File: config.mk
export PLATFORM = sky130hd
export DESIGN_NAME = vga_timing_gen_flat
export DESIGN_NICKNAME = d
export VERILOG_FILES = /design/src/rtl/vga_pkg.sv /design/src/rtl/vga_timing_gen_if.sv /design/src/rtl/vga_axis_counter.sv /design/src/rtl/vga_timing_gen.sv /design/src/flat_wrapper.sv
export SDC_FILE = /design/constraint.sdc
export NUM_CORES = 1
export LEC_CHECK = 0
export CAP_MARGIN = 5
export CELL_PAD_IN_SITES_DETAIL_PLACEMENT = 0
export CELL_PAD_IN_SITES_GLOBAL_PLACEMENT = 2
export CORE_ASPECT_RATIO = 0.75
export CORE_MARGIN = 2
export CORE_UTILIZATION = 35
export DETAILED_ROUTE_END_ITERATION = 8
export PLACE_DENSITY = 0.87
export SLEW_MARGIN = 20
export SYNTH_ARGS = -nofsm -noshare
export SYNTH_HDL_FRONTEND = slang
export SYNTH_SLANG_ARGS = --single-unit
File: constraint.sdc
create_clock -name clk -period 6 [get_ports clk]
set_clock_uncertainty 0.05 [all_clocks]
set_input_delay 1.2 -clock clk [delete_from_list [all_inputs] [get_ports clk]]
set_output_delay 1.2 -clock clk [all_outputs]
set_load 0.02 [all_outputs]
File: src/rtl/vga_pkg.sv
// Shared VGA geometry presets, sync polarity constants and axis helpers.
// Imported by the axis counter and the timing generator top level.
package vga_pkg;

   localparam int SYNC_ACTIVE_LOW  = 0;
   localparam int SYNC_ACTIVE_HIGH = 1;

   // 640x480 @ 60 Hz, 25.175 MHz pixel clock
   localparam int VGA640_H_ACTIVE = 640;
   localparam int VGA640_H_FRONT  = 16;
   localparam int VGA640_H_SYNC   = 96;
   localparam int VGA640_H_BACK   = 48;
   localparam int VGA640_V_ACTIVE = 480;
   localparam int VGA640_V_FRONT  = 10;
   localparam int VGA640_V_SYNC   = 2;
   localparam int VGA640_V_BACK   = 33;

   // 800x600 @ 60 Hz, 40 MHz pixel clock
   localparam int SVGA800_H_ACTIVE = 800;
   localparam int SVGA800_H_FRONT  = 40;
   localparam int SVGA800_H_SYNC   = 128;
   localparam int SVGA800_H_BACK   = 88;
   localparam int SVGA800_V_ACTIVE = 600;
   localparam int SVGA800_V_FRONT  = 1;
   localparam int SVGA800_V_SYNC   = 4;
   localparam int SVGA800_V_BACK   = 23;

   function automatic int axis_total(input int active, input int front,
                                     input int sync, input int back);
      return active + front + sync + back;
   endfunction

endpackage

File: src/rtl/vga_timing_gen_if.sv
// Pixel-tick input and raster timing outputs of the VGA timing generator.
// master = timing generator, slave = display pipeline consumer.
interface vga_timing_gen_if #(
   parameter int POS_W = 10
);
   logic             enable;
   logic             hSync;
   logic             vSync;
   logic [POS_W-1:0] hPos;
   logic [POS_W-1:0] vPos;
   logic             active;
   logic             lineStart;
   logic             frameStart;
   logic             lineFetch;

   modport master (
      input  enable,
      output hSync, vSync, hPos, vPos, active, lineStart, frameStart, lineFetch
   );

   modport slave (
      output enable,
      input  hSync, vSync, hPos, vPos, active, lineStart, frameStart, lineFetch
   );
endinterface

File: src/rtl/vga_axis_counter.sv
// One raster axis: position counter with exact terminal-value wrap and registered sync.
// pos_next/in_active expose next-state values so the top can register zero-skew outputs.
module vga_axis_counter
   import vga_pkg::*;
#(
   parameter int ACTIVE = 640,
   parameter int FRONT  = 16,
   parameter int SYNC   = 96,
   parameter int BACK   = 48,
   parameter int POL    = SYNC_ACTIVE_LOW,
   parameter int W      = 10
) (
   input  logic         clk,
   input  logic         reset,
   input  logic         advance,
   output logic [W-1:0] pos,
   output logic [W-1:0] pos_next,
   output logic         wrap,
   output logic         in_active,
   output logic         sync
);

   localparam int         TOTAL      = axis_total(ACTIVE, FRONT, SYNC, BACK);
   localparam logic [W-1:0] LAST       = W'(TOTAL - 1);
   localparam logic [W-1:0] ACT_END    = W'(ACTIVE);
   localparam logic [W-1:0] SYNC_START = W'(ACTIVE + FRONT);
   localparam logic [W-1:0] SYNC_END   = W'(ACTIVE + FRONT + SYNC);
   localparam logic         ASSERTED   = (POL != 0);

   logic sync_next;

   always_comb begin
      wrap      = advance && (pos == LAST);
      pos_next  = pos;
      if (wrap)
         pos_next = '0;
      else if (advance)
         pos_next = pos + W'(1);
      in_active = (pos_next < ACT_END);
      sync_next = ((pos_next >= SYNC_START) && (pos_next < SYNC_END)) ? ASSERTED : ~ASSERTED;
   end

   always_ff @(posedge clk or negedge reset) begin
      if (!reset) begin
         pos  <= '0;
         sync <= ~ASSERTED;
      end else if (advance) begin
         pos  <= pos_next;
         sync <= sync_next;
      end
   end

endmodule

File: src/rtl/vga_timing_gen.sv
// Parametrised VGA raster timing generator: sync, blanking, coordinates and event strobes.
// Every output is registered from next-state counter values, so all outputs describe the same pixel.
module vga_timing_gen
   import vga_pkg::*;
#(
   parameter int H_ACTIVE   = VGA640_H_ACTIVE,
   parameter int H_FRONT    = VGA640_H_FRONT,
   parameter int H_SYNC     = VGA640_H_SYNC,
   parameter int H_BACK     = VGA640_H_BACK,
   parameter int V_ACTIVE   = VGA640_V_ACTIVE,
   parameter int V_FRONT    = VGA640_V_FRONT,
   parameter int V_SYNC     = VGA640_V_SYNC,
   parameter int V_BACK     = VGA640_V_BACK,
   parameter int H_SYNC_POL = SYNC_ACTIVE_LOW,
   parameter int V_SYNC_POL = SYNC_ACTIVE_LOW,
   parameter int FETCH_LEAD = 32,
   parameter int POS_W      = 10
) (
   input  logic      clk,
   input  logic      reset,
   vga_timing_gen_if.master bus
);

   localparam int             H_TOTAL   = axis_total(H_ACTIVE, H_FRONT, H_SYNC, H_BACK);
   localparam int             V_TOTAL   = axis_total(V_ACTIVE, V_FRONT, V_SYNC, V_BACK);
   localparam logic [POS_W-1:0] V_LAST    = POS_W'(V_TOTAL - 1);
   localparam logic [POS_W-1:0] V_ACT_END = POS_W'(V_ACTIVE);
   localparam logic [POS_W-1:0] FETCH_POS = POS_W'(H_TOTAL - FETCH_LEAD);

   logic [POS_W-1:0] h_pos, h_pos_next, v_pos, v_pos_next, v_following;
   logic             h_wrap, v_wrap, h_act, v_act, h_sync, v_sync;
   logic             v_advance, next_line_visible;
   logic             active, line_start, frame_start, line_fetch;

   assign v_advance = bus.enable & h_wrap;

   vga_axis_counter #(
      .ACTIVE (H_ACTIVE), .FRONT (H_FRONT), .SYNC (H_SYNC), .BACK (H_BACK),
      .POL    (H_SYNC_POL), .W (POS_W)
   ) u_h_axis (
      .clk       (clk),
      .reset     (reset),
      .advance   (bus.enable),
      .pos       (h_pos),
      .pos_next  (h_pos_next),
      .wrap      (h_wrap),
      .in_active (h_act),
      .sync      (h_sync)
   );

   vga_axis_counter #(
      .ACTIVE (V_ACTIVE), .FRONT (V_FRONT), .SYNC (V_SYNC), .BACK (V_BACK),
      .POL    (V_SYNC_POL), .W (POS_W)
   ) u_v_axis (
      .clk       (clk),
      .reset     (reset),
      .advance   (v_advance),
      .pos       (v_pos),
      .pos_next  (v_pos_next),
      .wrap      (v_wrap),
      .in_active (v_act),
      .sync      (v_sync)
   );

   // The fetch point is never at hPos 0, so v_pos_next is the line the fetch belongs to.
   always_comb begin
      v_following       = (v_pos_next == V_LAST) ? '0 : v_pos_next + POS_W'(1);
      next_line_visible = (v_following < V_ACT_END);
   end

   always_ff @(posedge clk or negedge reset) begin
      if (!reset) begin
         active      <= 1'b1;
         line_start  <= 1'b0;
         frame_start <= 1'b0;
         line_fetch  <= 1'b0;
      end else begin
         line_start  <= h_wrap;
         frame_start <= h_wrap & v_wrap;
         line_fetch  <= bus.enable && (h_pos_next == FETCH_POS) && next_line_visible;
         if (bus.enable)
            active <= h_act & v_act;
      end
   end

   assign bus.hPos       = h_pos;
   assign bus.vPos       = v_pos;
   assign bus.hSync      = h_sync;
   assign bus.vSync      = v_sync;
   assign bus.active     = active;
   assign bus.lineStart  = line_start;
   assign bus.frameStart = frame_start;
   assign bus.lineFetch  = line_fetch;

endmodule

File: src/flat_wrapper.sv
// flat-port wrapper written by rule: the top's interface ports become plain ports
module vga_timing_gen_flat import vga_pkg::*;
#(
   parameter int H_ACTIVE   = VGA640_H_ACTIVE,
   parameter int H_FRONT    = VGA640_H_FRONT,
   parameter int H_SYNC     = VGA640_H_SYNC,
   parameter int H_BACK     = VGA640_H_BACK,
   parameter int V_ACTIVE   = VGA640_V_ACTIVE,
   parameter int V_FRONT    = VGA640_V_FRONT,
   parameter int V_SYNC     = VGA640_V_SYNC,
   parameter int V_BACK     = VGA640_V_BACK,
   parameter int H_SYNC_POL = SYNC_ACTIVE_LOW,
   parameter int V_SYNC_POL = SYNC_ACTIVE_LOW,
   parameter int FETCH_LEAD = 32,
   parameter int POS_W      = 10
)
  (clk, reset, bus_enable, bus_hSync, bus_vSync, bus_hPos, bus_vPos, bus_active, bus_lineStart, bus_frameStart, bus_lineFetch);
  vga_timing_gen_if #(.POS_W(POS_W)) bus_i ();
  input  logic clk;
  input  logic reset;
  input wire logic [$bits(bus_i.enable)-1:0] bus_enable;
  output wire logic [$bits(bus_i.hSync)-1:0] bus_hSync;
  output wire logic [$bits(bus_i.vSync)-1:0] bus_vSync;
  output wire logic [$bits(bus_i.hPos)-1:0] bus_hPos;
  output wire logic [$bits(bus_i.vPos)-1:0] bus_vPos;
  output wire logic [$bits(bus_i.active)-1:0] bus_active;
  output wire logic [$bits(bus_i.lineStart)-1:0] bus_lineStart;
  output wire logic [$bits(bus_i.frameStart)-1:0] bus_frameStart;
  output wire logic [$bits(bus_i.lineFetch)-1:0] bus_lineFetch;
  assign bus_i.enable = bus_enable;
  assign bus_hSync = bus_i.hSync;
  assign bus_vSync = bus_i.vSync;
  assign bus_hPos = bus_i.hPos;
  assign bus_vPos = bus_i.vPos;
  assign bus_active = bus_i.active;
  assign bus_lineStart = bus_i.lineStart;
  assign bus_frameStart = bus_i.frameStart;
  assign bus_lineFetch = bus_i.lineFetch;
  vga_timing_gen #(.H_ACTIVE(H_ACTIVE), .H_FRONT(H_FRONT), .H_SYNC(H_SYNC), .H_BACK(H_BACK), .V_ACTIVE(V_ACTIVE), .V_FRONT(V_FRONT), .V_SYNC(V_SYNC), .V_BACK(V_BACK), .H_SYNC_POL(H_SYNC_POL), .V_SYNC_POL(V_SYNC_POL), .FETCH_LEAD(FETCH_LEAD), .POS_W(POS_W)) u_core (.clk(clk), .reset(reset), .bus(bus_i));
endmodule
; Yosys cells after proc, flatten, opt, wreduce, memory -nomap -nowiden
; Index checks and enable logic that the tools add are counted.
[word_totals]
ff_bits = 26
inputBits = 3
output_inout_bits = 26
wordCells = 38
[classes]
n_addsub = 3
magnitude_cmp = 7
eq_ne = 4
n_mux = 7
bitwise = 3
n_reduce_logical = 6
[op_table]
columns = cell, n
row1 = 2-to-1 mux 10 bit, 5
row2 = "== test 10 bit, second input constant", 4
row3 = "adder 10 x 1 -> 10 bit, second input constant", 3
row4 = "less-than comparator 10 x 9 -> 1 bit, second input constant", 3
row5 = "less-than comparator 10 bit, second input constant", 2
row6 = ">= comparator 10 bit, second input constant", 1
row7 = ">= comparator 10 x 9 -> 1 bit, second input constant", 1
row8 = logical AND 1 bit, 6
row9 = AND 1 bit, 3
row10 = 2-to-1 mux 1 bit, 2

; Depth between registers and ports, before layout
; Gate-level depths: netlist of run 1.
[logic_depth]
word_depth = 9
ltp_mapped = 11
depth_no_buf = 9

; Modules after synthesis
; A second synthesis of run 1 with hierarchy kept.
[unflattened]
hier_cells = 203
hier_area_um2 = 1799.2
[by_module_without_submodules]
columns = mod, n_inst, cells_per_inst, area_each_um2, seq_area_each_um2
row1 = vga_axis_counter at u_core.u_h_axis, 1, 94, 798.3, 276.5
row2 = vga_axis_counter at u_core.u_v_axis, 1, 83, 770.7, 276.5
row3 = vga_timing_gen, 1, 26, 230.2, 101.3

; Worst setup path after synthesis of run 1
; Ideal clock, no wire load.
[synth_timing]
path_kind = in2reg
from = input port bus_enable
to = register u_core.line_fetch (netlist: u_core.bus.lineFetch)
setup_time_ns = 0.111
t_arrival_ns = 2.879
t_required_ns = 5.839
path_slack_ns = 2.960
cell_stages = 9
n_path_buf = 1
path_cell_list = buf_2 -> and3_2 -> nand4_4 -> inv_1 -> a21boi_0 -> or2_2 -> and4b_1 -> o22ai_1 -> a2111oi_2
[synth_between]
elab_chain_len = 8
elab_cells_between_ends = 14
classes_between = add/sub: 1 / order compare: 1 / eq/ne: 2 / mux: 5 / bitwise: 1 / reduce/logical: 4
[synth_rtl]
columns = element, line_no
row1 = from (decl), flat_wrapper.sv:21  ; input wire logic [$bits(bus_i.enable)-1:0] bus_enable;
row2 = logical AND 1 bit, vga_axis_counter.sv:33  ; wrap = advance && (pos == LAST);
row3 = AND 1 bit, vga_timing_gen.sv:35  ; assign v_advance = bus.enable & h_wrap;
row4 = 2-to-1 mux 10 bit or logical AND 1 bit (tied branches), "vga_axis_counter.sv:37, vga_axis_counter.sv:33"
row5 = 2-to-1 mux 10 bit, vga_axis_counter.sv:35  ; if (wrap)
row6 = adder 10 x 1 -> 10 bit or == test 10 bit (tied branches), vga_timing_gen.sv:67  ; v_following = (v_pos_next == V_LAST) ? '0 : v_pos_next + POS_W'(1);
row7 = 2-to-1 mux 10 bit, vga_timing_gen.sv:67
row8 = less-than comparator 10 x 9 -> 1 bit, vga_timing_gen.sv:68  ; next_line_visible = (v_following < V_ACT_END);
row9 = logical AND 1 bit *, vga_timing_gen.sv:80  ; line_fetch <= bus.enable && (h_pos_next == FETCH_POS) && next_line_visible;
row10 = to (signal assigned), vga_timing_gen.sv:80
row11 = to (decl), vga_timing_gen.sv:33  ; logic active, line_start, frame_start, line_fetch;
; Every way passes the cells marked *; elsewhere a longest branch is shown, timed or not.
; A chain may end at the register's enable or synchronous reset.

; Final worst setup path of run 1
; Same ends and word-level chain as after synthesis.

==> load_flow_metrics.sql, run 1 <==
INSERT INTO impl_metrics (metric_group, metric, value, unit) VALUES
('synthesis', 'ys.warnings.count', '0', ''),
('worst_setup_path', 'crit_path_max_incr_delay', '0.91', 'ns'),
('cells_and_area', 'synthToLayoutAreaGrowth', '19.4', '%'),
('cells_and_area', 'fillers', '458', ''),
('worst_setup_path', 'timing.critical_path.max_delay_family', 'buffers and inverters', ''),
('cells_and_area', 'final_cell_count_no_fill', '254', ''),
('synthesis', 'share_of_synthesized_area_occupied_by_flip_flops_and_latches', '39.0', '%'),
('pwr', 'static_leakage', '0.851', 'nW'),
('place', 'place.gp.congestion', '0.807', ''),
('synthesis', 'ys_dominant_reg_cell', 'sky130_fd_sc_hd__dfrtp_1', ''),
('place', 'detailedPlacementHpwl', '3040', 'um'),
('cells_and_area', 'diodes', '0', ''),
('place', 'io_buffers', '28', ''),
('timing', 'final_setup_violation_count', '0', ''),
('place', 'post_dp_cell_area', '1950', 'um2'),
('synthesis', 'synth-simple-area-share', '28.1', '%'),
('floorplan', 'floorplan.core_area', '4550', 'um2'),
('synthesis', 'synth.area.top_cells', 'sky130_fd_sc_hd__dfrtp_1 34%, sky130_fd_sc_hd__dfstp_2 4.7%, sky130_fd_sc_hd__xnor2_1 4.2%, sky130_fd_sc_hd__nor2_1 3.4%, sky130_fd_sc_hd__inv_1 2.7%', ''),
('cells_and_area', 'leading_cell_types_in_the_layout_fill_and_taps_excluded', '28 x sky130_fd_sc_hd__clkdlybuf4s50_1, 23 x sky130_fd_sc_hd__dfrtp_1, 15 x sky130_fd_sc_hd__nor2_1', ''),
('floorplan', 'die_width', '83.9', 'um'),
('synthesis', 'synthesis.instances', '173', ''),
('synthesis', 'yosys.area.top_type_share', '34.3', '%'),
('route', 'first_pass_iteration_count_of_the_detailed_router', '4', ''),
('floorplan', 'initial_core_util', '36.9', '%'),
('floorplan', 'design.die.area', '5370', 'um2'),
('timing', 'maxClockFrequency', '243', 'MHz'),
('place', 'place_worst_setup_slack', '1.62', 'ns'),
('timing', 'final_critical_path_setup_slack', '1.88', 'ns'),
('route', 'dr.first_iter.drc_count', '131', ''),
('worst_setup_path', 'worst_setup_path_startpoint', 'bus_enable', ''),
('global_routing', 'vias_in_the_first_global_route', '1324', ''),
('synthesis', 'yosys.area_share.adder', '2.24', '%'),
('cts', 'clock_tree.htree_level_count', '1', ''),
('route', 'drcViolationCount', '0', ''),
('place', 'placed_cells_incl_taps', '250', ''),
('cts', 'cts.clk_slew.worst_paths', '0.10', 'ns'),
('worst_setup_path', 'critical_path_buf_inv_count', '2', ''),
('timing', 'period_minus_slack', '4.12', 'ns'),
('synthesis', 'synth.cell_area', '1680', 'um2'),
('worst_hold_path', 'min_from', 'u_core.u_v_axis.sync$_DFFE_PN1N_', ''),
('cells_and_area', 'ff_latch_area', '654', 'um2'),
('floorplan', 'dieHeight', '63.9', 'um'),
('global_routing', 'grt_use_total', '16.3', '%'),
('worst_setup_path', 'timing.setup.critical_path_class', 'input port to flop', ''),
('synthesis', 'syn_nets', '179', ''),
('cts', 'clock_latency', '0.28', 'ns'),
('cts', 'cts_made_buffers', '3', ''),
('global_routing', 'grt_max_degree', '27', ''),
('cells_and_area', 'fin_nets', '204', ''),
('pwr', 'ir_worst_vdd', '0.000133', 'V'),
('cells_and_area', 'finalInstanceArea', '2000', 'um2'),
('flow_run', 'total_of_max_cap_violations', '0', ''),
('worst_setup_path', 'critical_path.max_fanout', '17', ''),
('route', 'drt-wirelength-per-cell', '16.2', 'um'),
('synthesis', 'synth_async_sr_flop_share', '100', '%'),
('route', 'route.vias.total', '1399', ''),
('timing', 'rsz0062_at_grt', 'false', ''),
('timing', 'worst_pin_slew', '0.683', 'ns'),
('pwr', 'power.density_cell_area', '279', 'nW/um2'),
('worst_setup_path', 'worst_setup_path_start_kind', 'input port', ''),
('synthesis', 'synth_compound_area_share', '13.3', '%'),
('worst_setup_path', 'timing.critical_path.arrival', '4.25', 'ns'),
('cells_and_area', 'drive_above_1_share', '12.2', '%'),
('synthesis', 'synth_xor_area_share', '6.79', '%'),
('cells_and_area', 'area_of_combinational_cells_with_multiple_inputs', '888', 'um2'),
('worst_hold_path', 'worstHoldPathType', 'flop to flop', ''),
('synthesis', 'synth_cell_type_count', '52', ''),
('outcome', 'status', 'finished clean', ''),
('worst_setup_path', 'required', '6.12', 'ns'),
('cells_and_area', 'most_common_cell_after_layout_fill_and_taps_aside', 'sky130_fd_sc_hd__clkdlybuf4s50_1', ''),
('global_routing', 'grt-ovfl-total', '0', '');
-- Yosys cell counts, drive strengths merged, types with 2 or more instances --
cell type / n
or3: 3
a21boi: 2
a31oi: 3
a21oi: 4
nor3: 4
dfstp: 3
nand4: 8
dfrtp: 23
and4b: 2
o211ai: 2
inv: 12
xor2: 5
and3: 9
xnor2: 8
o21ai: 6
mux2i: 2
mux2: 2
ha: 3
a211oi: 2
buf: 7
nand2: 12
nor3b: 3
or2: 2
nand3: 8
nor4: 4
nor2: 15
-- worst paths after layout --
| kind | endpoint | cells after the start |
|---|---|---|
| worst max-delay path | u_core.bus.lineFetch$_DFF_PN0_ | 9 |
| worst min-delay path | u_core.u_v_axis.sync$_DFFE_PN1N_ | 2 |
| worst max register to register | u_core.bus.lineFetch$_DFF_PN0_ | 9 |
| worst min register to register | u_core.u_v_axis.sync$_DFFE_PN1N_ | 2 |
| max in group asynchronous | u_core.u_h_axis.sync$_DFFE_PN1P_ | 2 |
| min in group asynchronous | u_core.u_v_axis.pos[9]$_DFFE_PN0N_ | 2 |
-- flip-flops by register name (all words and copies together), names as in the netlist --
signal / count
u_core.bus.lineFetch: 1
u_core.u_h_axis.sync: 1
u_core.bus.frameStart: 1
u_core.u_h_axis.pos: 10
u_core.bus.lineStart: 1
u_core.bus.active: 1
u_core.u_v_axis.pos: 10
u_core.u_v_axis.sync: 1
-- worst min-delay path, cell delays in order (launching register included) --
cell                      delay, ns
sky130_fd_sc_hd__dfstp_2       0.39
sky130_fd_sc_hd__nand2_1       0.05
sky130_fd_sc_hd__nand2_1       0.05
-- layout make-up --
cell class,instances,share of cell area (%)
multi-input cells,126,44.4
well taps,57,3.56
inverters,12,2.25
flip-flops and latches,26,32.7
repair buffers,29,14.4
clock buffers,4,2.75
-- logic make-up (layout without fill, tap and decap cells) --
logic type	after synthesis	in the layout
AOI/OAI and AO/OA	29	29
xor gates and xnor gates	13	13
adders and majority gates	3	3
buffers and inverters	21	45
DFF	26	26
muxes	4	4
and+or+nand+nor	77	77
-- power breakdown --
group,internal (W),switching (W),total (W)
registers,0.000198,0.0000513,0.000249
clock network,0.0000588,0.0000579,0.000117
logic,0.0000877,0.000106,0.000193
-- routing by layer --
metal	global-route usage, %	share of wire, %
met1	24.8	52
met2	24.1	43
met3	3.88	4.9
met4	1.81	0.44
met5	0	0
-- stage by stage --
step | util [%] | total power (W)
final | 44.0 | 0.000560
after floorplan | - | 0.000373
after global routing | 44.0 | 0.000598
after CTS | 44.0 | 0.000565
after global placement | 42.8 | 0.000446
after detailed placement | 42.8 | 0.000445
No activity file was read; power rests on OpenSTA's default activity.
==> inputs of run 2 (changes only) <==
- CORE_UTILIZATION: 35 -> 29
- PLACE_DENSITY: 0.87 -> 0.77
- clock period: 6 -> 3.7 ns (I/O delays scaled with it)
==> run 2 against run 1 <==
Wire length grew 6.7%; non-clock buffer count grew 4; die area grew 20%; total power grew 73%; global-route usage shrank 1.4 points; register-to-register slack lost 2.0 ns; setup slack lost 1.2 ns; via count grew 1.1%; core utilization shrank 6.2 points; critical path type unchanged; highest routed layer unchanged.
==> load_flow_metrics.sql, run 2 (synthesis results as in run 1) <==
INSERT INTO impl_metrics (metric_group, metric, value, unit) VALUES
('global_routing', 'vias_in_the_first_global_route', '1448', ''),
('timing', 'period_share', '82.5', '%'),
('pwr', 'static_leakage', '0.878', 'nW'),
('worst_setup_path', 'timing.critical_path.max_delay_family', 'buffers and inverters', ''),
('cells_and_area', 'fillers', '556', ''),
('timing', 'period_minus_slack', '3.05', 'ns'),
('cts', 'clock_tree.root_cell', 'sky130_fd_sc_hd__clkbuf_8', ''),
('pwr', 'power.density_cell_area', '467', 'nW/um2'),
('place', 'detailedPlacementHpwl', '3340', 'um'),
('timing', 'final_critical_path_setup_slack', '0.648', 'ns'),
('cts', 'clock_tree_from_tritoncts', 'yes', ''),
('timing', 'fin_tns_setup', '0', 'ns'),
('floorplan', 'io-pin-count', '29', ''),
('route', 'drt-wirelength-per-cell', '15.9', 'um'),
('cells_and_area', 'diodes', '0', ''),
('worst_setup_path', 'path_cells', 'clkdlybuf4s50_1, buf_4, and3_2, nand4_4, inv_1, buf_4, nand2_1, o21ai_1, and3_2, nand3_1, a2111oi_2', ''),
('cells_and_area', 'fin_nets', '208', ''),
('cells_and_area', 'most_common_cell_after_layout_fill_and_taps_aside', 'sky130_fd_sc_hd__clkdlybuf4s50_1', ''),
('pwr', 'ir_worst_vdd', '0.000171', 'V'),
('route', 'route.vias.total', '1415', ''),
('global_routing', 'grt_max_degree', '27', ''),
('timing', 'final_setup_violation_count', '0', ''),
('timing', 'finalHoldWorstSlack', '0.425', 'ns'),
('cells_and_area', 'ff_latch_area', '654', 'um2'),
('worst_setup_path', 'timing.setup.critical_path_class', 'input port to flop', ''),
('worst_setup_path', 'critical_path.max_fanout', '11', ''),
('floorplan', 'dieHeight', '69.9', 'um'),
('floorplan', 'die_width', '91.8', 'um'),
('timing', 'rsz0062_at_grt', 'false', ''),
('worst_setup_path', 'worst_setup_path_start_kind', 'input port', ''),
('route', 'final_antenna_net_count', '0', ''),
('worst_setup_path', 'critical_path_buf_inv_count', '4', ''),
('timing', 'slew_headroom', '63.5', '%'),
('worst_setup_path', 'timing.critical_path.arrival', '3.17', 'ns'),
('worst_hold_path', 'worstHoldPathType', 'flop to flop', ''),
('cells_and_area', 'area_of_combinational_cells_with_multiple_inputs', '888', 'um2'),
('cts', 'post_cts_buffers', '0', ''),
('global_routing', 'grt_use_total', '14.8', '%'),
('floorplan', 'initial_core_util', '30.7', '%'),
('flow_run', 'total_of_max_cap_violations', '0', ''),
('cts', 'post_cts_resize_count', '0', ''),
('cells_and_area', 'drive_above_1_share', '13.9', '%'),
('outcome', 'status', 'finished clean', ''),
('cts', 'post_cts_hold_buffer_count', '0', ''),
('pwr', 'cell_internal_pwr', '0.000611', 'W'),
('cts', 'cts.sinks', '26', ''),
('timing', 'maxClockFrequency', '328', 'MHz'),
('global_routing', 'number_of_antenna_violations_at_the_first_check_in_global_routing', '0', ''),
('route', 'wirelength', '4380', 'um'),
('pwr', 'combinational_share_of_power', '33.1', '%'),
('floorplan', 'design.die.area', '6410', 'um2'),
('worst_setup_path', 'crit_path_max_incr_delay', '0.59', 'ns'),
('pwr', 'seqPwrFrac', '41.8', '%'),
('timing', 'hold_viol', '0', ''),
('place', 'io_buffers', '28', ''),
('cts', 'cts_made_buffers', '3', ''),
('worst_setup_path', 'cp-end-kind', 'flop', ''),
('place', 'place.gp.congestion', '0.864', ''),
('pwr', 'p_sw_share', '36.9', '%'),
('place', 'place_worst_setup_slack', '0.401', 'ns'),
('floorplan', 'rows', '23', ''),
('cells_and_area', 'leading_cell_types_in_the_layout_fill_and_taps_excluded', '28 x sky130_fd_sc_hd__clkdlybuf4s50_1, 23 x sky130_fd_sc_hd__dfrtp_1, 15 x sky130_fd_sc_hd__nor2_1', ''),
('global_routing', 'grt-ovfl-total', '0', ''),
('global_routing', 'global_route_wire_length_before_repair', '7510', 'um'),
('worst_setup_path', 'crit_slowest_cell', 'sky130_fd_sc_hd__clkdlybuf4s50_1', ''),
('timing', 'worst_pin_slew', '0.540', 'ns'),
('cts', 'cts.clk_slew.worst_paths', '0.10', 'ns'),
('pwr', 'power.share.clock', '25.1', '%'),
('cells_and_area', 'synthToLayoutAreaGrowth', '23.5', '%'),
('route', 'drt-vias-per-instance', '5.13', ''),
('cts', 'clock_tree.htree_level_count', '1', ''),
('floorplan', 'floorplan.core_area', '5470', 'um2'),
('route', 'drcViolationCount', '0', ''),
('timing', 'timing_max_transition_violations_final', '0', ''),
('route', 'dr.first_iter.drc_count', '117', ''),
('worst_setup_path', 'required', '3.82', 'ns'),
('cells_and_area', 'registers_with_the_highest_flip_flop_counts', 'u_core.u_h_axis.pos: 10 flops, u_core.u_v_axis.pos: 10 flops', ''),
('route', 'first_pass_iteration_count_of_the_detailed_router', '4', ''),
('pwr', 'switching_power_summed_over_all_nets', '0.000357', 'W'),
('cts', 'cts-root-to-sink-buffers', '2', ''),
('cts', 'clock_latency', '0.27', 'ns');
## run 2: cell types whose count changed in the layout (fill, tap and decap cells not counted)
cell                        delta
sky130_fd_sc_hd__buf_4         +4
sky130_fd_sc_hd__bufinv_16     +1
sky130_fd_sc_hd__clkbuf_8      -1
## run 2: layer usage
| metal | vias up | global-route usage [%] | share of wire [%] |
|---|---|---|---|
| met2 | 59 | 21.0 | 42 |
| met5 | - | 0 | 0 |
| met3 | 2 | 3.56 | 7.9 |
| met1 | 673 | 22.3 | 49 |
| met4 | 0 | 4.31 | 0.78 |
| li1 | 681 | - | - |
## run 2: stage by stage
stage / cells / total power, W / utilization [%] / instance area (um2)
final: 276 / 0.000968 / 37.9 / 2070
after global routing: 276 / 0.00103 / 37.9 / 2070
after CTS: 276 / 0.000978 / 37.9 / 2070
after detailed placement: 272 / 0.000727 / 36.6 / 2000
after global placement: 272 / 0.000729 / 36.6 / 2000
after floorplan: 173 / 0.000605 / - / 1680
## run 2: power by group through the flow
stage | clock network, W | logic [W] | registers, W
floorplan | 0 | 0.000190 | 0.000415
global placement | 0 | 0.000316 | 0.000412
detailed placement | 0 | 0.000319 | 0.000408
CTS | 0.000254 | 0.000321 | 0.000403
global route | 0.000262 | 0.000351 | 0.000415
finish | 0.000243 | 0.000320 | 0.000405
## run 2: cell type report
type	count	share of cell area, %
inverters	12	2.18
clock inverters	1	1.45
repair buffers	33	15.3
well taps	75	4.53
flip-flops and latches	26	31.6
clock buffers	3	1.99
multi-input cells	126	42.9
## run 2: final timing paths
check,endpoint,startpoint,depth (start not counted),slack [ns]
min reg2reg,u_core.u_v_axis.sync$_DFFE_PN1N_,u_core.u_v_axis.sync$_DFFE_PN1N_,2,0.43
min in group asynchronous,u_core.bus.frameStart$_DFF_PN0_,reset,2,0.78
max reg2reg,u_core.u_v_axis.sync$_DFFE_PN1N_,u_core.u_h_axis.pos[0]$_DFFE_PN0P_,8,0.94
min,u_core.u_v_axis.sync$_DFFE_PN1N_,u_core.u_v_axis.sync$_DFFE_PN1N_,2,0.43
max,u_core.bus.lineFetch$_DFF_PN0_,bus_enable,11,0.65
max in group asynchronous,u_core.u_h_axis.sync$_DFFE_PN1P_,reset,2,2.52
## run 2: tightest hold or removal path: cells and delay by family, from the launching register on
kind,cells,cell delay (ns)
flops,1,0.38
simple gates,2,0.10
==> inputs of run 3 (changes only) <==
- clock period: 3.7 -> 2.4 ns (I/O delays scaled with it)
==> run 3 against run 2 <==
Hold slack improved by 0.0020 ns; critical path depth decreased by 4; cell count increased by 20%; count of clock-buffer cells in the layout unchanged; global-route usage increased by 2.1 points; register-to-register slack got worse by 1.0 ns; wire length increased by 19%; largest cell class unchanged; highest routed layer unchanged; the run now ends with negative setup slack left; flip-flop and latch count unchanged; combinational power increased by 120%.
==> load_flow_metrics.sql, run 3 (synthesis results as in run 1) <==
INSERT INTO impl_metrics (metric_group, metric, value, unit) VALUES
('cts', 'cts.sinks', '26', ''),
('cts', 'cts.clk_slew.worst_paths', '0.11', 'ns'),
('route', 'wirelength', '5210', 'um'),
('worst_setup_path', 'critical_path.max_fanout', '3', ''),
('cells_and_area', 'drive_above_1_share', '37.3', '%'),
('flow_run', 'total_of_max_cap_violations', '0', ''),
('floorplan', 'rows', '23', ''),
('worst_setup_path', 'worst_setup_path_startpoint', 'u_core.u_v_axis.pos[5]$_DFFE_PN0N_', ''),
('cts', 'clock_latency', '0.28', 'ns'),
('timing', 'period_share', '102', '%'),
('worst_hold_path', 'worstHoldPathType', 'flop to flop', ''),
('worst_hold_path', 'min_from', 'u_core.u_v_axis.sync$_DFFE_PN1N_', ''),
('place', 'place.gp.congestion', '0.923', ''),
('cts', 'post_cts_hold_buffer_count', '0', ''),
('cells_and_area', 'ff_latch_area', '659', 'um2'),
('floorplan', 'floorplan.core_area', '5470', 'um2'),
('cts', 'clock_tree.root_cell', 'sky130_fd_sc_hd__clkbuf_8', ''),
('global_routing', 'grt_max_degree', '27', ''),
('pwr', 'power.density_cell_area', '651', 'nW/um2'),
('timing', 'timing_max_transition_violations_final', '0', ''),
('route', 'drt-vias-per-instance', '5.09', ''),
('floorplan', 'die_width', '91.8', 'um'),
('route', 'route.vias.total', '1680', ''),
('worst_setup_path', 'worst_setup_path_start_kind', 'flop', ''),
('place', 'io_buffers', '28', ''),
('timing', 'rsz0062_at_grt', 'true', ''),
('timing', 'period_minus_slack', '2.46', 'ns'),
('route', 'dr.first_iter.drc_count', '65', ''),
('global_routing', 'vias_in_the_first_global_route', '1677', ''),
('cells_and_area', 'diodes', '0', ''),
('cells_and_area', 'leading_cell_types_in_the_layout_fill_and_taps_excluded', '59 x sky130_fd_sc_hd__buf_4, 27 x sky130_fd_sc_hd__clkdlybuf4s50_1, 19 x sky130_fd_sc_hd__dfrtp_1', ''),
('floorplan', 'dieHeight', '69.9', 'um'),
('timing', 'final_setup_violation_count', '1', ''),
('cts', 'cts_made_buffers', '3', ''),
('outcome', 'failed_checks', 'negative setup slack', ''),
('worst_setup_path', 'timing.setup.critical_path_class', 'flop to flop', ''),
('cells_and_area', 'most_common_cell_after_layout_fill_and_taps_aside', 'sky130_fd_sc_hd__buf_4', ''),
('outcome', 'status', 'complete, but fails checks', ''),
('timing', 'final_critical_path_setup_slack', '-0.0552', 'ns'),
('timing', 'maxClockFrequency', '407', 'MHz'),
('place', 'placed_cells_incl_taps', '319', ''),
('timing', 'slew_headroom', '70.4', '%'),
('route', 'drt-wirelength-per-cell', '15.8', 'um'),
('worst_setup_path', 'cp-end-kind', 'flop', ''),
('place', 'place_worst_setup_slack', '-0.401', 'ns'),
('timing', 'hold_viol', '0', ''),
('cells_and_area', 'fillers', '517', ''),
('global_routing', 'grt-ovfl-total', '0', ''),
('cells_and_area', 'area_of_combinational_cells_with_multiple_inputs', '953', 'um2'),
('floorplan', 'io-pin-count', '29', ''),
('timing', 'fin_tns_setup', '-0.0552', 'ns'),
('cts', 'clock_tree.htree_level_count', '1', ''),
('pwr', 'ir_worst_vdd', '0.000199', 'V'),
('worst_setup_path', 'path_cells', 'or3_4, or4_4, a31oi_4, and3_1, and4b_1, o22ai_1, a2111oi_2', ''),
('floorplan', 'initial_core_util', '30.7', '%'),
('cells_and_area', 'registers_with_the_highest_flip_flop_counts', 'u_core.u_h_axis.pos: 10 flops, u_core.u_v_axis.pos: 10 flops', ''),
('cts', 'clock_tree_from_tritoncts', 'yes', ''),
('global_routing', 'number_of_antenna_violations_at_the_first_check_in_global_routing', '0', ''),
('cells_and_area', 'utilization', '46.5', '%'),
('cells_and_area', 'final_cell_count_no_fill', '330', ''),
('floorplan', 'design.die.area', '6410', 'um2'),
('worst_setup_path', 'crit_slowest_cell', 'sky130_fd_sc_hd__or4_4', ''),
('worst_setup_path', 'timing.critical_path.arrival', '2.59', 'ns'),
('cts', 'cts-root-to-sink-buffers', '2', ''),
('global_routing', 'grt_use_total', '16.9', '%'),
('route', 'first_pass_iteration_count_of_the_detailed_router', '4', ''),
('route', 'drcViolationCount', '0', ''),
('timing', 'finalHoldWorstSlack', '0.427', 'ns'),
('worst_setup_path', 'required', '2.53', 'ns'),
('pwr', 'static_leakage', '1.18', 'nW'),
('timing', 'worst_pin_slew', '0.440', 'ns'),
('route', 'final_antenna_net_count', '0', ''),
('worst_setup_path', 'crit_path_max_incr_delay', '0.53', 'ns'),
('worst_setup_path', 'ff_to_ff_start', 'u_core.u_v_axis.pos[5]$_DFFE_PN0N_', ''),
('place', 'detailedPlacementHpwl', '3900', 'um'),
('cells_and_area', 'fin_nets', '262', ''),
('cells_and_area', 'synthToLayoutAreaGrowth', '51.8', '%'),
('global_routing', 'global_route_wire_length_before_repair', '8650', 'um');
## run 3: cell count changes in the layout (fill, tap and decap cells not counted), sizes merged
cell,before,now
buf,5,59
clkdlybuf4s50,28,27
dlygate4sd2,0,1
## run 3: final timing paths
check / to / slack [ns] / cells after the start
worst min register to register: u_core.u_v_axis.sync$_DFFE_PN1N_ / 0.43 / 2
worst max register to register: u_core.bus.lineFetch$_DFF_PN0_ / -0.06 / 7
min in group asynchronous: u_core.bus.frameStart$_DFF_PN0_ / 0.52 / 2
worst min-delay path: u_core.u_v_axis.sync$_DFFE_PN1N_ / 0.43 / 2
max in group asynchronous: u_core.u_h_axis.sync$_DFFE_PN1P_ / 1.47 / 2
worst max-delay path: u_core.bus.lineFetch$_DFF_PN0_ / -0.06 / 7
## run 3: worst max-delay path, delay by kind of cell, from the launching register on
| kind | cells | cell delay (ns) |
|---|---|---|
| flops | 1 | 0.40 |
| compound gates | 3 | 0.60 |
| simple gates | 4 | 1.30 |
## run 3: final cells by class
type                       count  area share [%]
multi-input combinational    126            37.5
timing repair buffer          87            28.4
sequential                    26            25.9
tap                           75            3.69
inverter                      12            1.77
clock buffer                   3            1.62
clock inverter                 1            1.18
## run 3: layer usage
metal | vias up | track usage [%] | routed length, um
met3 | 6 | 3.24 | 379
li1 | 794 | - | -
met4 | 0 | 3.98 | 57
met2 | 64 | 25.8 | 2320
met1 | 816 | 24.8 | 2450
met5 | - | 0 | 0
## run 3: what timing repair did
| item | in CTS | in global routing |
|---|---|---|
| pin swaps | 4 | 5 |
| endpoints found under the setup margin | 3 | 3 |
| resized for setup | 5 | 7 |
| buffers inserted | 3 | 4 |
## run 3: metrics by stage
step | instance area (um2) | power [W]
CTS | 2480 | 0.00165
global route | 2540 | 0.00175
finish | 2540 | 0.00166
floorplan | 1680 | 0.000941
global placement | 2360 | 0.00124
detailed placement | 2360 | 0.00126
## run 3: where the power goes
part           total [W]  internal (W)  switching [W]
sequential      0.000561      0.000499      0.0000612
combinational   0.000705      0.000323       0.000382
clock           0.000390      0.000224       0.000166
total            0.00166       0.00105       0.000610
